==> src/rtl/pc_sequencer_if.sv <==
// Fetch-side bundle between the PC sequencer, instruction memory and decode.
// The sequencer is the slave; memory/decode/control drive the master side.
interface pc_sequencer_if #(
   parameter int unsigned PC_W  = 8,
   parameter int unsigned INS_W = 32,
   parameter int unsigned CNT_W = 16
);
   logic [PC_W-1:0]  pc;
   logic [INS_W-1:0] ins_in;
   logic             stall;
   logic             branch_taken;
   logic [PC_W-1:0]  branch_target;
   logic             jump;
   logic [PC_W-1:0]  jump_target;
   logic             halt_req;
   logic [INS_W-1:0] ir;
   logic [PC_W-1:0]  ir_pc;
   logic             ir_valid;
   logic             halted;
   logic [CNT_W-1:0] fetch_count;

   modport master (
      input  pc, ir, ir_pc, ir_valid, halted, fetch_count,
      output ins_in, stall, branch_taken, branch_target, jump, jump_target, halt_req
   );

   modport slave (
      output pc, ir, ir_pc, ir_valid, halted, fetch_count,
      input  ins_in, stall, branch_taken, branch_target, jump, jump_target, halt_req
   );
endinterface

==> src/rtl/pc_sequencer.sv <==
// Program counter + IF/ID register: ir follows pc by one edge, redirects leave one bubble.
// stall freezes fetch; halt_req stops fetch until reset; all outputs are registers.
module pc_sequencer #(
   parameter int unsigned     PC_W     = 8,
   parameter int unsigned     INS_W    = 32,
   parameter logic [PC_W-1:0] RESET_PC = '0,
   parameter int unsigned     CNT_W    = 16
) (
   input  logic           clk,
   input  logic           rstd,
   pc_sequencer_if.slave  bus
);
   typedef enum logic {ST_RUN, ST_HALTED} state_t;

   state_t           r_state, w_state;
   logic [PC_W-1:0]  r_pc, w_pc;
   logic [INS_W-1:0] r_ir, w_ir;
   logic [PC_W-1:0]  r_ir_pc, w_ir_pc;
   logic             r_ir_valid, w_ir_valid;
   logic [CNT_W-1:0] r_cnt, w_cnt;

   always_ff @(posedge clk or negedge rstd) begin
      if (!rstd) begin
         r_state    <= ST_RUN;
         r_pc       <= RESET_PC;
         r_ir       <= '0;
         r_ir_pc    <= '0;
         r_ir_valid <= 1'b0;
         r_cnt      <= '0;
      end else begin
         r_state    <= w_state;
         r_pc       <= w_pc;
         r_ir       <= w_ir;
         r_ir_pc    <= w_ir_pc;
         r_ir_valid <= w_ir_valid;
         r_cnt      <= w_cnt;
      end
   end

   always_comb begin
      w_state    = r_state;
      w_pc       = r_pc;
      w_ir       = r_ir;
      w_ir_pc    = r_ir_pc;
      w_ir_valid = r_ir_valid;
      w_cnt      = r_cnt;
      case (r_state)
         ST_RUN: begin
            if (bus.halt_req) begin
               w_state    = ST_HALTED;
               w_ir_valid = 1'b0;
            end else if (bus.jump) begin
               // Redirects beat stall; the old-pc instruction is wrong-path and dropped.
               w_pc       = bus.jump_target;
               w_ir       = '0;
               w_ir_valid = 1'b0;
            end else if (bus.branch_taken) begin
               w_pc       = bus.branch_target;
               w_ir       = '0;
               w_ir_valid = 1'b0;
            end else if (!bus.stall) begin
               w_ir       = bus.ins_in;
               w_ir_pc    = r_pc;
               w_ir_valid = 1'b1;
               w_pc       = r_pc + PC_W'(1);
               if (r_cnt != '1) begin
                  w_cnt = r_cnt + CNT_W'(1);
               end
            end
         end
         default: begin
         end
      endcase
   end

   assign bus.pc          = r_pc;
   assign bus.ir          = r_ir;
   assign bus.ir_pc       = r_ir_pc;
   assign bus.ir_valid    = r_ir_valid;
   assign bus.halted      = (r_state == ST_HALTED);
   assign bus.fetch_count = r_cnt;
endmodule

==> src/flat_wrapper.sv <==
// flat-port wrapper written by rule: the top's interface ports become plain ports
module pc_sequencer_flat 
#(
   parameter int unsigned     PC_W     = 8,
   parameter int unsigned     INS_W    = 32,
   parameter logic [PC_W-1:0] RESET_PC = '0,
   parameter int unsigned     CNT_W    = 16
)
  (clk, rstd, bus_pc, bus_ir, bus_ir_pc, bus_ir_valid, bus_halted, bus_fetch_count, bus_ins_in, bus_stall, bus_branch_taken, bus_branch_target, bus_jump, bus_jump_target, bus_halt_req);
  pc_sequencer_if #(.PC_W(PC_W), .INS_W(INS_W), .CNT_W(CNT_W)) bus_i ();
  input  logic clk;
  input  logic rstd;
  output wire logic [$bits(bus_i.pc)-1:0] bus_pc;
  output wire logic [$bits(bus_i.ir)-1:0] bus_ir;
  output wire logic [$bits(bus_i.ir_pc)-1:0] bus_ir_pc;
  output wire logic [$bits(bus_i.ir_valid)-1:0] bus_ir_valid;
  output wire logic [$bits(bus_i.halted)-1:0] bus_halted;
  output wire logic [$bits(bus_i.fetch_count)-1:0] bus_fetch_count;
  input wire logic [$bits(bus_i.ins_in)-1:0] bus_ins_in;
  input wire logic [$bits(bus_i.stall)-1:0] bus_stall;
  input wire logic [$bits(bus_i.branch_taken)-1:0] bus_branch_taken;
  input wire logic [$bits(bus_i.branch_target)-1:0] bus_branch_target;
  input wire logic [$bits(bus_i.jump)-1:0] bus_jump;
  input wire logic [$bits(bus_i.jump_target)-1:0] bus_jump_target;
  input wire logic [$bits(bus_i.halt_req)-1:0] bus_halt_req;
  assign bus_pc = bus_i.pc;
  assign bus_ir = bus_i.ir;
  assign bus_ir_pc = bus_i.ir_pc;
  assign bus_ir_valid = bus_i.ir_valid;
  assign bus_halted = bus_i.halted;
  assign bus_fetch_count = bus_i.fetch_count;
  assign bus_i.ins_in = bus_ins_in;
  assign bus_i.stall = bus_stall;
  assign bus_i.branch_taken = bus_branch_taken;
  assign bus_i.branch_target = bus_branch_target;
  assign bus_i.jump = bus_jump;
  assign bus_i.jump_target = bus_jump_target;
  assign bus_i.halt_req = bus_halt_req;
  pc_sequencer #(.PC_W(PC_W), .INS_W(INS_W), .RESET_PC(RESET_PC), .CNT_W(CNT_W)) u_core (.clk(clk), .rstd(rstd), .bus(bus_i));
endmodule
==> config.mk <==
export PLATFORM = sky130hd
export DESIGN_NAME = pc_sequencer_flat
export DESIGN_NICKNAME = d
export VERILOG_FILES = /design/src/rtl/pc_sequencer_if.sv /design/src/rtl/pc_sequencer.sv /design/src/flat_wrapper.sv
export SDC_FILE = /design/constraint.sdc
export NUM_CORES = 1
export LEC_CHECK = 0
export CORE_ASPECT_RATIO = 1.2
export CORE_MARGIN = 4
export CORE_UTILIZATION = 43
export CTS_BUF_LIST = sky130_fd_sc_hd__clkbuf_4 sky130_fd_sc_hd__clkbuf_8 sky130_fd_sc_hd__clkbuf_16
export DETAILED_ROUTE_END_ITERATION = 10
export PLACE_DENSITY = 0.8
export SYNTH_ARGS = -nofsm -noshare
export SYNTH_HDL_FRONTEND = slang
export SYNTH_SLANG_ARGS = --single-unit
==> constraint.sdc <==
create_clock -name clk -period 4.4 [get_ports clk]
set_input_delay 1.1 -clock clk [delete_from_list [all_inputs] [get_ports clk]]
set_output_delay 1.1 -clock clk [all_outputs]
set_load 0.01 [all_outputs]
==> flow_summary.yaml, run 1 <==
synth:
  synth_area_mm2: 0.00289
  postSynthCellCount: 244
  synthArstFlopShare: 1.00
  yosysUniqueCellTypes: 40
  synth_edf_count: 0
  yosysTopAreaCell: "dfrtp_1"
  synth_seq_cells: 66
  synth_warnings: 0
  synth_flop_cell: "dfrtp_1"
  synth.area.top_cells: "dfrtp_1 57%, a22o_1 9.7%, xnor2_1 4.2%"
  synth.avg_cell_area_um2: 11.8
  synth_top_area_share: 0.572
  synth_nets: 300
  seq_area_frac_synth: 0.572
route:
  route.vias.total: 2452
  routed_via_density: 5.39
  totalWireLength_mm: 7.68
  drtIter0Drc: 116
  drc_errors: 0
  wl_per_cell_um: 16.9
  drt-pass1-iter-count: 4
  drt.antenna.violating_nets: 0
final_layout:
  final_area_mm2: 0.00443
  drive_gt1_frac: 0.0946
  nets: 421
  num_antenna_cells: 0
  final_cell_mix: "118 x clkdlybuf4s50_1, 66 x dfrtp_1, 32 x a22o_1"
  fin_util: 0.682
  syn2layout_area_growth_pct: 53.2
  final_common_cell: "clkdlybuf4s50_1"
setup_path:
  critPathKind: "input pin to flip-flop"
  critPathMaxFanout: 19
  critPathCaptureType: "flip-flop"
  cp_data_arrival_time_ns: 3.36
  start_kind: "input pin"
  crit_required_ns: 4.63
pwr:
  power_frac_seq: 0.432
  ir_worst_vdd_v: 0.000175
  p_int_uw: 1190
  comb_power_share: 0.114
  p_leak_uw: 0.00195
  switching_power_uw: 333
  pwr-share-clk: 0.454
  power_density_mw_per_mm2: 344
  swShare: 0.219
timing:
  fin_crit_sh: 0.713
  tightest_slew_ns: 0.838
  rsz0062_at_grt: "no"
  fin_tns_setup_ns: 0
  setup_viol: 0
  min_period_ns: 3.14
  skew_ns: 0.0101
  hold_violations: 0
  slew_viol_final: 0
  max_freq_mhz: 319
  slew-limit-headroom: 0.441
run:
  cap_viol_max_count: 0
floorplanning:
  die_x_um: 82.8
  ios: 120
  dieArea_mm2: 0.00810
  start_util: 0.445
  std_cell_rows: 32
  core_area_mm2: 0.00649
  die_h_um: 97.8
global_route:
  antenna_found_initial: 0
  grt_usage: 0.193
  grt_pass1_wl_mm: 12.8
  first_global_vias: 2489
  grt_max_degree: 39
  overflow: 0
placed_design:
  place_area_mm2: 0.00415
  port_buffers: 119
  dp_hpwl_mm: 5.59
  gp_congestion: 0.893
clock_network:
  cts_resized: 0
  cts_setup_buffers: 0
  cts_tree: "yes"
  cts_hold_buf: 0
  htreeDepth: 3
  clock_latency_ns: 0.34
  clock_sinks: 66
  cts_root_buf: "clkbuf_8"
  clockBufferDepth: 2
  clk_pin_slew_worst_paths_ns: 0.07
  numCtsBuffers: 9
worst_hold_path:
  hp-class: "flip-flop to flip-flop"
outcome:
  status: "finished clean"
final timing paths:
path | startpoint | endpoint | depth (start not counted) | slack (ns)
min in group asynchronous | rstd | u_core.bus.fetch_count[13] | 1 | 0.86
min | u_core.bus.ir_valid | u_core.bus.ir_valid | 1 | 0.50
max | bus_jump | u_core.bus.fetch_count[1] | 6 | 1.26
min reg2reg | u_core.bus.ir_valid | u_core.bus.ir_valid | 1 | 0.50
max in group asynchronous | rstd | u_core.bus.ir[16] | 2 | 2.65
max reg2reg | u_core.bus.halted | u_core.bus.fetch_count[1] | 4 | 2.26
routing by layer:
| layer | up-vias | GRT usage | part of all wire |
|---|---|---|---|
| met3 | 9 | 0.0388 | 0.047 |
| met1 | 1211 | 0.252 | 0.44 |
| met4 | 0 | 0.0742 | 0.013 |
| li1 | 1148 | - | - |
| met5 | - | 0 | 0 |
| met2 | 84 | 0.319 | 0.50 |
final cells by class:
class / count / area (um2)
Clock inverter: 6 / 136
Timing Repair Buffer: 125 / 1230
Fill cell: 495 / 2060
Clock buffer: 10 / 138
Inverter: 6 / 22.5
Sequential cell: 66 / 1650
Multi-Input combinational cell: 157 / 1140
Tap cell: 85 / 106
cell usage after synthesis, types with 2 or more instances:
cell      number
a21o_1         2
a21oi_1       12
a22o_1        32
a31oi_1        2
and3_1         4
and4_1         4
buf_2          5
clkbuf_1       8
dfrtp_1       66
ha_1           2
inv_1          6
mux2_2         9
mux2i_1        3
nand2_1       12
nand3_1       11
nand4_1        8
nor2_1         7
nor3_1         5
o211ai_1       2
o21a_1         3
o21ai_0        8
xnor2_1       14
xor2_1         2
power groups by stage:
stage	Clock (uW)	Sequential (uW)	Combinational, uW
finish	691	657	173
global route	734	660	188
CTS	703	657	176
detailed placement	0	668	174
global placement	0	668	171
floorplan	0	673	44.7
cells by family (layout without fill, tap and decap cells):
logic type	Yosys count	after routing	synth area share
adders and majority gates	2	2	0.00866
AOI/OAI and AO/OA	67	67	0.172
DFF	66	66	0.572
and+or+nand+nor	60	60	0.120
buffers and inverters	21	147	0.0334
muxes	12	12	0.0455
xor gates and xnor gates	16	16	0.0485
state kept, by name, summed over array words and instances (netlist names):
register,count
u_core.bus.fetch_count,16
u_core.bus.pc,8
u_core.bus.halted,1
u_core.bus.ir_pc,8
u_core.bus.ir_valid,1
u_core.bus.ir,32
stage by stage:
stage / power [uW] / worst slack, ns / std cells / hold slack (ns)
finish: 1520 / 1.26 / 455 / 0.499
global placement: 839 / 0.920 / 439 / 0.474
floorplan: 718 / 1.73 / 244 / 0.519
CTS: 1540 / 1.26 / 455 / 0.502
global route: 1580 / 1.17 / 455 / 0.521
detailed placement: 842 / 0.891 / 439 / 0.485
worst max-delay path, stage by stage:
cell and delay, ns:
clkdlybuf4s50_1 0.39, buf_4 0.20, or4_1 0.69, nor2_4 0.39, o21a_1 0.24, mux2_2 0.34
Note: power is estimated with default switching activity, not from simulation.
==> run 2: changes to the inputs <==
--- a/config.mk
+++ b/config.mk
@@ -7,10 +7,10 @@
 export LEC_CHECK = 0
 export CORE_ASPECT_RATIO = 1.2
 export CORE_MARGIN = 4
-export CORE_UTILIZATION = 43
+export CORE_UTILIZATION = 39
 export CTS_BUF_LIST = sky130_fd_sc_hd__clkbuf_4 sky130_fd_sc_hd__clkbuf_8 sky130_fd_sc_hd__clkbuf_16
 export DETAILED_ROUTE_END_ITERATION = 10
-export PLACE_DENSITY = 0.8
+export PLACE_DENSITY = 0.77
 export SYNTH_ARGS = -nofsm -noshare
 export SYNTH_HDL_FRONTEND = slang
 export SYNTH_SLANG_ARGS = --single-unit
==> constraint.sdc (replaced) <==
create_clock -name clk -period 2.8 [get_ports clk]
set_input_delay 0.7 -clock clk [delete_from_list [all_inputs] [get_ports clk]]
set_output_delay 0.7 -clock clk [all_outputs]
set_load 0.01 [all_outputs]
==> run 2 against run 1 <==
Compared with the run above: sequential power rose by 57%; via count decreased by 0.33%; final area down 0.90%; clock skew is 0.0021 ns lower; register-to-register slack lost 1.4 ns; power is 35% higher; cell count up 1.1%; worst hold slack worse by 0.13 ns; utilization down 7.6 points; global-route usage decreased by 1.9 points; critical path type unchanged; largest power group is now registers; highest routed layer unchanged.
==> flow_summary.yaml, run 2 (synthesis results as in run 1) <==
route:
  routed_via_density: 5.31
  drt.antenna.violating_nets: 0
  wl_per_cell_um: 16.4
  route.vias.total: 2444
  drc_errors: 0
  drt-pass1-iter-count: 4
  totalWireLength_mm: 7.53
  drtIter0Drc: 92
final_layout:
  drive_gt1_frac: 0.0946
  syn2layout_area_growth_pct: 51.9
  largest_reg_flops: 32
  final_common_cell: "clkdlybuf4s50_1"
  num_antenna_cells: 0
  final_cell_mix: "118 x clkdlybuf4s50_1, 66 x dfrtp_1, 32 x a22o_1"
  fillers: 598
  final_area_mm2: 0.00439
  fin_util: 0.606
  nets: 421
timing:
  fin_crit_sh: 0.846
  min_period_ns: 2.37
  skew_ns: 0.00803
  max_freq_mhz: 422
  slew_viol_final: 0
  rsz0062_at_grt: "no"
  tightest_slew_ns: 0.583
  fin_ws_ns: 0.431
  slew-limit-headroom: 0.611
  hold_violations: 0
  fin_tns_setup_ns: 0
  setup_viol: 0
clock_network:
  cts_resized: 0
  cts_setup_buffers: 0
  clk_pin_slew_worst_paths_ns: 0.07
  cts_root_buf: "clkbuf_8"
  cts_hold_buf: 0
  numCtsBuffers: 9
  clock_sinks: 66
  htreeDepth: 3
  clock_latency_ns: 0.33
  cts_tree: "yes"
  clockBufferDepth: 2
floorplanning:
  ios: 120
  die_x_um: 86.6
  std_cell_rows: 34
  dieArea_mm2: 0.00885
  core_area_mm2: 0.00723
  die_h_um: 102
  start_util: 0.399
setup_path:
  crit_required_ns: 3.01
  start_kind: "input pin"
  critPathKind: "input pin to flip-flop"
  cp_data_arrival_time_ns: 2.58
  critPathCaptureType: "flip-flop"
  critPathMaxFanout: 34
pwr:
  power_density_mw_per_mm2: 468
  p_leak_uw: 0.00193
  ir_worst_vdd_v: 0.000293
run:
  cap_viol_max_count: 0
worst_hold_path:
  hp-class: "input pin to async pin"
global_route:
  overflow: 0
  grt_max_degree: 44
  first_global_vias: 2425
  grt_usage: 0.174
  antenna_found_initial: 0
  grt_pass1_wl_mm: 12.1
placed_design:
  port_buffers: 119
  gp_congestion: 0.800
  dp_hpwl_mm: 5.60
  place_area_mm2: 0.00420
  place_ws_ns: 0.0975
outcome:
  status: "finished clean"
## run 2: changes by cell type in the layout (fill, tap and decap cells not counted)
cell | before | now
bufinv_16 | 4 | 0
inv_6 | 1 | 0
buf_4 | 6 | 3
clkinv_2 | 0 | 2
clkbuf_8 | 10 | 12
buf_12 | 0 | 3
clkinvlp_4 | 1 | 0
clkbuf_4 | 0 | 2
## run 2: final timing paths
check                      slack, ns  depth (start not counted)                        end               from
max                             0.43                          5        u_core.bus.ir_pc[0]           bus_jump
min                             0.37                          1  u_core.bus.fetch_count[6]               rstd
max reg2reg                     0.84                          4        u_core.bus.ir_pc[0]  u_core.bus.halted
min reg2reg                     0.50                          1          u_core.bus.ir[31]  u_core.bus.ir[31]
max in group asynchronous       1.80                          2           u_core.bus.pc[5]               rstd
min in group clk                0.50                          1          u_core.bus.ir[31]  u_core.bus.ir[31]
## run 2: cell type report
cell class | count | area (um2) | area share
timing repair buffer | 125 | 1270 | 0.289
multi-input combinational | 157 | 1140 | 0.260
sequential | 66 | 1650 | 0.377
tap | 90 | 113 | 0.0257
inverter | 6 | 22.5 | 0.00514
clock buffer | 14 | 180 | 0.0411
clock inverter | 2 | 10.0 | 0.00228
## run 2: worst max-delay path, cell delays in order
cell and delay (ns):
clkdlybuf4s50_1 0.41, or4_1 0.70, nor2_4 0.20, buf_12 0.21
mux2_2 0.35
## run 2: report_power, final
| part | internal [uW] | switching [uW] | total (uW) |
|---|---|---|---|
| registers | 990 | 44.1 | 1030 |
| logic | 171 | 101 | 272 |
| clock network | 412 | 335 | 746 |
## run 2: routing by layer
metal,track usage,vias up,share of wire
met1,0.223,1198,0.42
met3,0.0492,7,0.071
met4,0.0492,0,0.0098
met5,0,-,0
li1,-,1146,-
met2,0.289,93,0.50
## run 2: stage by stage
step / total power (uW) / cells / hold slack (ns)
final: 2050 / 460 / 0.367
after floorplan: 1130 / 244 / 0.404
after detailed placement: 1330 / 444 / 0.491
after global routing: 2140 / 460 / 0.415
after CTS: 2080 / 460 / 0.382
after global placement: 1320 / 444 / 0.471
==> run 3: changes to the inputs <==
==> constraint.sdc (replaced) <==
create_clock -name clk -period 2.1 [get_ports clk]
set_input_delay 0.525 -clock clk [delete_from_list [all_inputs] [get_ports clk]]
set_output_delay 0.525 -clock clk [all_outputs]
set_load 0.01 [all_outputs]
==> run 3 against run 2 <==
Compared with the run above: die area unchanged; register-to-register slack got worse by 0.51 ns; power increased by 37%; sequential cell count unchanged; routed wire length increased by 3.0%; cell count increased by 2.8%; utilization increased by 1.7 points; critical endpoint is now bus_pc[0]; highest routed layer unchanged.
==> flow_summary.yaml, run 3 (synthesis results as in run 1) <==
setup_path:
  crit_path_cell_trace: "clkdlybuf4s50_1"
  crit_required_ns: 1.57
  critPathKind: "flip-flop to output pin"
  path_buf_inv: 1
  cpMaxStageDelayCell: "clkdlybuf4s50_1"
  start_kind: "flip-flop"
  cp_data_arrival_time_ns: 1.46
  critPathMaxFanout: 8
  critPathTopFamily: "buffers and inverters"
  critPathCaptureType: "output pin"
  slowest_delay_ns: 0.60
route:
  drc_errors: 0
  route.vias.total: 2493
  wl_per_cell_um: 16.4
  routed_via_density: 5.27
  drt.antenna.violating_nets: 0
  drt-pass1-iter-count: 4
  totalWireLength_mm: 7.76
  drtIter0Drc: 87
clock_network:
  numCtsBuffers: 9
  cts_root_buf: "clkbuf_8"
  clock_latency_ns: 0.34
  htreeDepth: 3
  clockBufferDepth: 2
  cts_setup_buffers: 0
  clk_pin_slew_worst_paths_ns: 0.08
  clock_sinks: 66
  cts_tree: "yes"
placed_design:
  place_area_mm2: 0.00431
  port_buffers: 119
  dp_hpwl_mm: 5.61
  gp_congestion: 0.773
  place_ws_ns: -0.367
  placed_cells: 457
pwr:
  p_leak_uw: 0.00199
  power_density_mw_per_mm2: 624
  ir_worst_vdd_v: 0.000437
global_route:
  first_global_vias: 2474
  grt_max_degree: 67
  antenna_found_initial: 0
  grt_pass1_wl_mm: 12.4
  overflow: 0
  grt_usage: 0.180
final_layout:
  fillers: 592
  final_area_mm2: 0.00451
  drive_gt1_frac: 0.128
  fin_cells: 473
  multi_input_area_mm2: 0.00114
  fin_util: 0.624
  syn2layout_area_growth_pct: 56.2
  final_cell_mix: "118 x clkdlybuf4s50_1, 66 x dfrtp_1, 32 x a22o_1"
  nets: 434
  num_antenna_cells: 0
  largest_reg_flops: 32
  seq_area_mm2: 0.00165
  final_common_cell: "clkdlybuf4s50_1"
floorplanning:
  std_cell_rows: 34
  ios: 120
  die_x_um: 86.6
  dieArea_mm2: 0.00885
  start_util: 0.399
  core_area_mm2: 0.00723
  die_h_um: 102
timing:
  fin_ws_ns: 0.112
  rsz0062_at_grt: "no"
  setup_viol: 0
  max_freq_mhz: 503
  hold_violations: 0
  slew-limit-headroom: 0.768
  tightest_slew_ns: 0.349
  fin_crit_sh: 0.947
  skew_ns: 0.00946
  fin_tns_setup_ns: 0
  min_period_ns: 1.99
  slew_viol_final: 0
run:
  cap_viol_max_count: 0
worst_hold_path:
  hp-class: "input pin to async pin"
outcome:
  status: "finished clean"
-- run 3: changes by cell type in the layout (fill, tap and decap cells not counted), sizes merged --
cell and delta:
clkinv -1, bufinv +1, clkbuf -5, clkinvlp +4, buf +13, inv +1
-- run 3: area by class of cell --
class | instances | share of cell area
repair buffers | 138 | 0.306
multi-input cells | 157 | 0.254
flip-flops and latches | 66 | 0.366
clock inverters | 7 | 0.0172
inverters | 6 | 0.00499
clock buffers | 9 | 0.0275
well taps | 90 | 0.0250
-- run 3: what timing repair did --
action / 4_1_cts / 5_1_grt
pin swaps: 0 / 1
resized for setup: 1 / 0
hold buffers: 0 / 0
setup endpoints to repair: 1 / 1
-- run 3: per-layer routing --
layer	wire, um	track usage	vias to the layer above
met1	3390	0.240	1223
met3	514	0.0395	7
met5	0	0	-
met4	90	0.0743	0
met2	3770	0.284	91
li1	-	-	1172
-- run 3: per-stage QoR --
stage	total power (uW)	hold WS (ns)
global route	2960	0.215
CTS	2850	0.201
detailed placement	1770	0.477
global placement	1760	0.474
finish	2820	0.200
floorplan	1500	0.229
-- run 3: path summary, 6_finish.rpt --
path / depth (start not counted) / endpoint / slack, ns / startpoint
worst max-delay path: 1 / bus_pc[0] / 0.11 / u_core.bus.pc[0]
worst min-delay path: 2 / u_core.bus.halted / 0.20 / rstd
worst max register to register: 5 / u_core.bus.fetch_count[15] / 0.33 / u_core.bus.halted
worst min register to register: 1 / u_core.bus.fetch_count[10] / 0.49 / u_core.bus.fetch_count[10]
max in group asynchronous: 2 / u_core.bus.pc[3] / 1.63 / rstd
min in group clk: 1 / u_core.bus.fetch_count[10] / 0.49 / u_core.bus.fetch_count[10]
-- run 3: report_power, final --
group	leakage [uW]	internal, uW	switching, uW
Combinational	0.00100	231	136
Sequential	0.000895	1320	59.2
Clock	0.0000881	553	519
